--- config.mk ---
export PLATFORM = sky130hd
export DESIGN_NAME = rv32_register_file_mp
export DESIGN_NICKNAME = d
export VERILOG_FILES = /design/src/rtl/rv32_register_file_mp_pkg.sv /design/src/rtl/rv32_register_file_mp_scoreboard.sv /design/src/rtl/rv32_register_file_mp.sv
export SDC_FILE = /design/constraint.sdc
export NUM_CORES = 2
export LEC_CHECK = 0
export CAP_MARGIN = 20
export CORE_MARGIN = 8
export CORE_UTILIZATION = 60
export CTS_BUF_LIST = sky130_fd_sc_hd__clkbuf_4 sky130_fd_sc_hd__clkbuf_8
export CTS_CLUSTER_DIAMETER = 40
export CTS_CLUSTER_SIZE = 10
export DETAILED_ROUTE_END_ITERATION = 6
export GPL_TIMING_DRIVEN = 0
export PLACE_DENSITY = 0.85
export SYNTH_ARGS = -nofsm -noshare
export SYNTH_HDL_FRONTEND = slang
export SYNTH_SLANG_ARGS = --single-unit
--- constraint.sdc ---
create_clock -name clk -period 4.9 [get_ports clk]
set_input_delay 0.49 -clock clk [delete_from_list [all_inputs] [get_ports clk]]
set_output_delay 0.49 -clock clk [all_outputs]
set_load 0.02 [all_outputs]
--- src/rtl/rv32_register_file_mp_pkg.sv ---
// Shared types, defaults and the write-port arbitration helper for the RV32
// multi-port register file.
package rv32_rf_pkg;

  localparam int XLEN_DEF  = 32;
  localparam int NREGS_DEF = 32;
  localparam int AW_DEF    = $clog2(NREGS_DEF);
  localparam int WR_MAX    = 2;

  typedef logic [AW_DEF-1:0]   reg_idx_t;
  typedef logic [XLEN_DEF-1:0] xword_t;

  // Returns {hit, data} for addr; later ports override earlier ones so the
  // highest-index matching port wins. x0 never hits.
  function automatic logic [XLEN_DEF:0] wr_winner(
    input reg_idx_t                   addr,
    input logic [WR_MAX-1:0]          en,
    input logic [WR_MAX*AW_DEF-1:0]   waddr,
    input logic [WR_MAX*XLEN_DEF-1:0] wdata
  );
    logic [XLEN_DEF:0] res;
    res = '0;
    for (int i = 0; i < WR_MAX; i++) begin
      if (en[i] && (addr != '0) && (waddr[i*AW_DEF +: AW_DEF] == addr))
        res = {1'b1, wdata[i*XLEN_DEF +: XLEN_DEF]};
    end
    return res;
  endfunction

endpackage

--- src/rtl/rv32_register_file_mp_scoreboard.sv ---
// Busy scoreboard: issue sets a destination busy, writeback clears it; a
// same-cycle set beats the clear and x0 is never busy.
module rv32_rf_scoreboard
  import rv32_rf_pkg::*;
#(
  parameter int NREGS  = NREGS_DEF,
  parameter int NUM_WR = 1,
  localparam int AW    = $clog2(NREGS)
) (
  input  logic                 clk,
  input  logic                 rst_n,
  input  logic [NUM_WR-1:0]    wr_en,
  input  logic [NUM_WR*AW-1:0] wr_addr,
  input  logic                 issue_en,
  input  logic [AW-1:0]        issue_rd,
  output logic [NREGS-1:0]     busy
);

  logic [NREGS-1:0] busy_reg;
  logic [NREGS-1:0] busy_next;

  always_comb begin
    busy_next = busy_reg;
    for (int i = 0; i < NUM_WR; i++) begin
      if (wr_en[i] && (wr_addr[i*AW +: AW] != '0))
        busy_next[wr_addr[i*AW +: AW]] = 1'b0;
    end
    // Applied after the clears: a new producer supersedes the retiring one.
    if (issue_en && (issue_rd != '0))
      busy_next[issue_rd] = 1'b1;
    busy_next[0] = 1'b0;
  end

  always_ff @(posedge clk or negedge rst_n) begin
    if (!rst_n)
      busy_reg <= '0;
    else
      busy_reg <= busy_next;
  end

  assign busy = busy_reg;

endmodule

--- src/rtl/rv32_register_file_mp.sv ---
// Multi-port RV32 integer register file with registered, write-first read
// ports, write-conflict flag and an embedded busy scoreboard.
module rv32_register_file_mp
  import rv32_rf_pkg::*;
#(
  parameter int XLEN   = XLEN_DEF,
  parameter int NREGS  = NREGS_DEF,
  parameter int NUM_RD = 2,
  parameter int NUM_WR = 1,
  localparam int AW    = $clog2(NREGS)
) (
  input  logic                   clk,
  input  logic                   rst_n,
  input  logic                   rd_hold,
  input  logic [NUM_RD*AW-1:0]   rd_addr,
  output logic [NUM_RD*XLEN-1:0] rd_data,
  input  logic [NUM_WR-1:0]      wr_en,
  input  logic [NUM_WR*AW-1:0]   wr_addr,
  input  logic [NUM_WR*XLEN-1:0] wr_data,
  input  logic                   issue_en,
  input  logic [AW-1:0]          issue_rd,
  output logic [NREGS-1:0]       busy,
  output logic                   wr_conflict
);

  // Flop array rather than RAM: every entry must clear on reset.
  logic [XLEN-1:0] regs_reg [NREGS];

  logic [WR_MAX-1:0]          en_pad;
  logic [WR_MAX*AW_DEF-1:0]   wa_pad;
  logic [WR_MAX*XLEN_DEF-1:0] wd_pad;
  logic                       conflict_next;
  logic                       conflict_reg;

  // Widen the write ports to the helper's fixed shape; unused ports stay idle.
  always_comb begin
    en_pad = '0;
    wa_pad = '0;
    wd_pad = '0;
    for (int i = 0; i < NUM_WR; i++) begin
      en_pad[i]                         = wr_en[i];
      wa_pad[i*AW_DEF +: AW_DEF]        = reg_idx_t'(wr_addr[i*AW +: AW]);
      wd_pad[i*XLEN_DEF +: XLEN_DEF]    = xword_t'(wr_data[i*XLEN +: XLEN]);
    end
  end

  always_ff @(posedge clk or negedge rst_n) begin
    if (!rst_n) begin
      for (int r = 0; r < NREGS; r++)
        regs_reg[r] <= '0;
    end else begin
      for (int i = 0; i < NUM_WR; i++) begin
        if (wr_en[i] && (wr_addr[i*AW +: AW] != '0))
          regs_reg[wr_addr[i*AW +: AW]] <= wr_data[i*XLEN +: XLEN];
      end
    end
  end

  always_comb begin
    conflict_next = 1'b0;
    for (int i = 0; i < NUM_WR; i++) begin
      for (int j = i + 1; j < NUM_WR; j++) begin
        if (wr_en[i] && wr_en[j] && (wr_addr[i*AW +: AW] != '0) &&
            (wr_addr[i*AW +: AW] == wr_addr[j*AW +: AW]))
          conflict_next = 1'b1;
      end
    end
  end

  always_ff @(posedge clk or negedge rst_n) begin
    if (!rst_n)
      conflict_reg <= 1'b0;
    else
      conflict_reg <= conflict_next;
  end

  assign wr_conflict = conflict_reg;

  genvar gi;
  generate
    for (gi = 0; gi < NUM_RD; gi++) begin : g_rd
      logic [AW-1:0]     ra;
      logic [XLEN_DEF:0] win;
      logic [XLEN-1:0]   value;
      logic [XLEN-1:0]   data_reg;

      assign ra  = rd_addr[gi*AW +: AW];
      assign win = wr_winner(reg_idx_t'(ra), en_pad, wa_pad, wd_pad);

      always_comb begin
        value = '0;
        if (ra != '0)
          value = win[XLEN_DEF] ? win[XLEN-1:0] : regs_reg[ra];
      end

      always_ff @(posedge clk or negedge rst_n) begin
        if (!rst_n)
          data_reg <= '0;
        else if (!rd_hold)
          data_reg <= value;
      end

      assign rd_data[gi*XLEN +: XLEN] = data_reg;
    end
  endgenerate

  rv32_rf_scoreboard #(
    .NREGS  (NREGS),
    .NUM_WR (NUM_WR)
  ) u_scoreboard (
    .clk      (clk),
    .rst_n    (rst_n),
    .wr_en    (wr_en),
    .wr_addr  (wr_addr),
    .issue_en (issue_en),
    .issue_rd (issue_rd),
    .busy     (busy)
  );

endmodule

==> metrics <==
placed cell area=0.06269 mm^2; Iteration-0 DRC Markers=approximately 8100; Place WS=around 0.55 ns; share of cells above drive strength 1=46.89%; #FFs+latches synth=about 1100; crit-path max cell delay=0.82 ns; Main synth FF type=dfrtp_1; CTS sink cnt=1119; clk slew on worst S/H paths=about 0.07 ns; Rel. slew slack=under 10%; Port Buffer Count=141; core area=roughly 0.096 mm^2; worst-case clock buffer depth=3; Horiz. Die Dim=327.3 um; std cell rows=approximately 110; Clk Latency, worst-skew pair=just over 0.9 ns; H-tree Lvls=4; placer congestion estimate=~1.1; first-pass GRT wire length=roughly 340 mm; failing checks=DRC; pwr dens=404.5 mW/mm^2; cts bufs inserted=154; fraction of registers with async set/reset=100.0%; Die ar.=0.1072 mm^2; drc violations=34; DP HPWL=169.8 mm; Seq/Total Area, Yosys=about half; Top Ports=154; post-route minimum period=slightly below 4 ns; CP Launch Type=input pin; flip-flop count of the largest register after layout=between 1000 and 1500; Routed WL=around 250 mm; Critical Path AT=4.70 ns; Req. time, crit path=about 5.7 ns; Area growth syn-to-layout=13.97%; synth unique cells=51; CTS tree=done; CP max-delay cell=clkdlybuf4s50_1; GRT Resource Usage Total=a little under half; most common cell after layout, fill and taps aside=dfrtp_1; largest net degree at the start of global routing=184; commonest non-fill, non-tap cells in the layout=1119 x dfrtp_1, 1003 x mux2_2, 525 x mux4_2; Fin Clk Skew=about 0.046 ns; via count=about 45000; Final #Nets=4289; mapped cell area=0.05816 mm^2; RSZ-0062 raised after global routing=false; syn_area_per_cell=between 15 and 20 um^2; worst-margin pin slew=around 1.4 ns; max-cap violations=0; critical path buffer and inverter count=5; setup ws final=about 0.95 ns; Most common cell on crit path=buf_2; Clock Tree Root=clkbuf_8; WL/cell=roughly 44 um; Worst VDD drop=roughly 0.00019 V; LEAKAGE=approximately 29 nW; final period utilization=80.60%; Pins Over Slew Limit=0; outcome=finished with violations; hold crit path type=in -> async; fmax=~250 MHz; Worst Setup Path Type=in -> reg; Worst setup EP type=register; crit-path cells=clkdlybuf4s50_1, buf_2, clkbuf_1, buf_8, buf_2, mux2i_1, nor2_1, a2111oi_0, o21ai_1; GRT Residual Overflow=0; CP top delay family=buffers and inverters; Die Y=roughly 330 um; fin area=roughly 0.066 mm^2; yosys warns=0; Starting Density=60.32%; iteration count of the initial detailed-routing pass=7; vias in the first global route=between 40000 and 50000; worst-path maximum fanout=10; Setup TNS Final=0 ns; Hold Vio Cnt, Final=0; final setup violation count=0; initial antenna violation count=19; Post-synth EDFFs=0; Mapped Cells=around 3800; detail-routed via count per cell=7.992; Final ANT Viol Nets=0
-- routing by layer --
metal  GRT usage [%]  vias to the layer above  share of wire, %  wire length (um)
li1                -                    15670                 -                 -
met1           53.82                    22820                32             78360
met2           59.91                     4912                39             97530
met3           28.17                     1531                19             46170
met4           36.31                       18                11             26290
met5           1.132                        -              0.11               263
-- final cells by class --
type / instances / area, um^2
Tap cell: 1276 / 1597
Clock buffer: 196 / 2585
Sequential cell: 1119 / 28000
Timing Repair Buffer: 234 / 3087
Inverter: 6 / 22.52
Buffer: 439 / 1911
Fill cell: 6440 / 30130
Antenna cell: 22 / 55.05
Multi-Input combinational cell: 2278 / 28260
Clock inverter: 55 / 768.2
-- per-stage QoR --
stage               instances  utilization, %  hold slack [ns]  power, mW
finish                   5625           68.75           0.2667      26.81
detailed placement       5340           65.02           0.4645      18.37
global placement         5259           63.44           0.4534      18.06
floorplan                3842               -           0.1944      16.04
CTS                      5592           68.51           0.2955      26.39
global route             5605           68.70           0.3513      27.42
-- report_power, final --
part / internal, mW / switching, mW
logic: 3.39 / 2.79
registers: 11.0 / 1.41
clock network: 4.36 / 3.89
total: 18.7 / 8.09
-- cells in the mapped netlist (all sizes together) (3+ instances only) --
| cell | number | area, um^2 |
|---|---|---|
| a2111oi | 10 | 87.58 |
| a21boi | 11 | 82.58 |
| a21oi | 32 | 160.2 |
| a221oi | 34 | 297.8 |
| a22o | 42 | 367.9 |
| a22oi | 58 | 435.4 |
| a32o | 4 | 40.04 |
| a32oi | 21 | 183.9 |
| and2 | 7 | 43.79 |
| buf | 151 | 812.0 |
| clkbuf | 288 | 1081 |
| dfrtp | 1119 | 28000 |
| inv | 5 | 18.77 |
| mux2 | 1003 | 11290 |
| mux2i | 127 | 1271 |
| mux4 | 525 | 11820 |
| nand2 | 114 | 427.9 |
| nand2b | 6 | 37.54 |
| nand3 | 22 | 110.1 |
| nand3b | 5 | 37.54 |
| nand4 | 5 | 31.28 |
| nand4b | 4 | 35.03 |
| nor2 | 33 | 123.9 |
| nor2b | 9 | 56.30 |
| nor3 | 14 | 70.07 |
| nor3b | 4 | 30.03 |
| o211ai | 45 | 337.8 |
| o21ai | 95 | 475.5 |
| o311ai | 12 | 105.1 |
| o31ai | 5 | 37.54 |
| or2 | 3 | 18.77 |
| xnor2 | 7 | 61.31 |
| xor2 | 3 | 26.28 |
-- cell families after synthesis --
kind of cell	Yosys count	share of synthesized area (%)
multiplexers	1655	41.93
flip-flops	1119	48.15
buffers and inverters	445	3.294
AO/OA/AOI/OAI	374	4.554
AND/OR/NAND/NOR	237	1.915
XOR/XNOR	10	0.1506
other	1	0.006448
-- path summary, 6_finish.rpt --
kind	endpoint	slack [ns]	from	cells past startpoint
worst max register to register	g_rd[1].data_reg[9]	2.37	regs_reg[9]	4
max in group asynchronous	regs_reg[39]	1.95	rst_n	5
worst min-delay path	regs_reg[728]	0.27	rst_n	2
worst max-delay path	g_rd[0].data_reg[25]	0.95	rd_addr[2]	9
min in group clk	u_scoreboard.busy[23]	0.38	wr_addr[1]	4
worst min register to register	regs_reg[1012]	0.48	regs_reg[1012]	1
-- what timing repair did --
action | 4_1_cts | 5_1_grt
endpoints found under the hold margin | 155 | 0
buffers inserted | 0 | 0
resized for setup | 0 | 0
hold buffers | 1 | 0
setup endpoints to repair | 0 | 0
-- worst reg2reg max path: stages (launching register included) --
cell and delay, ns:
dfrtp_1 0.41, mux4_2 0.54, mux4_2 0.50, a2111oi_0 0.87, a21oi_1 0.08
(Power assumes the default switching activity.)
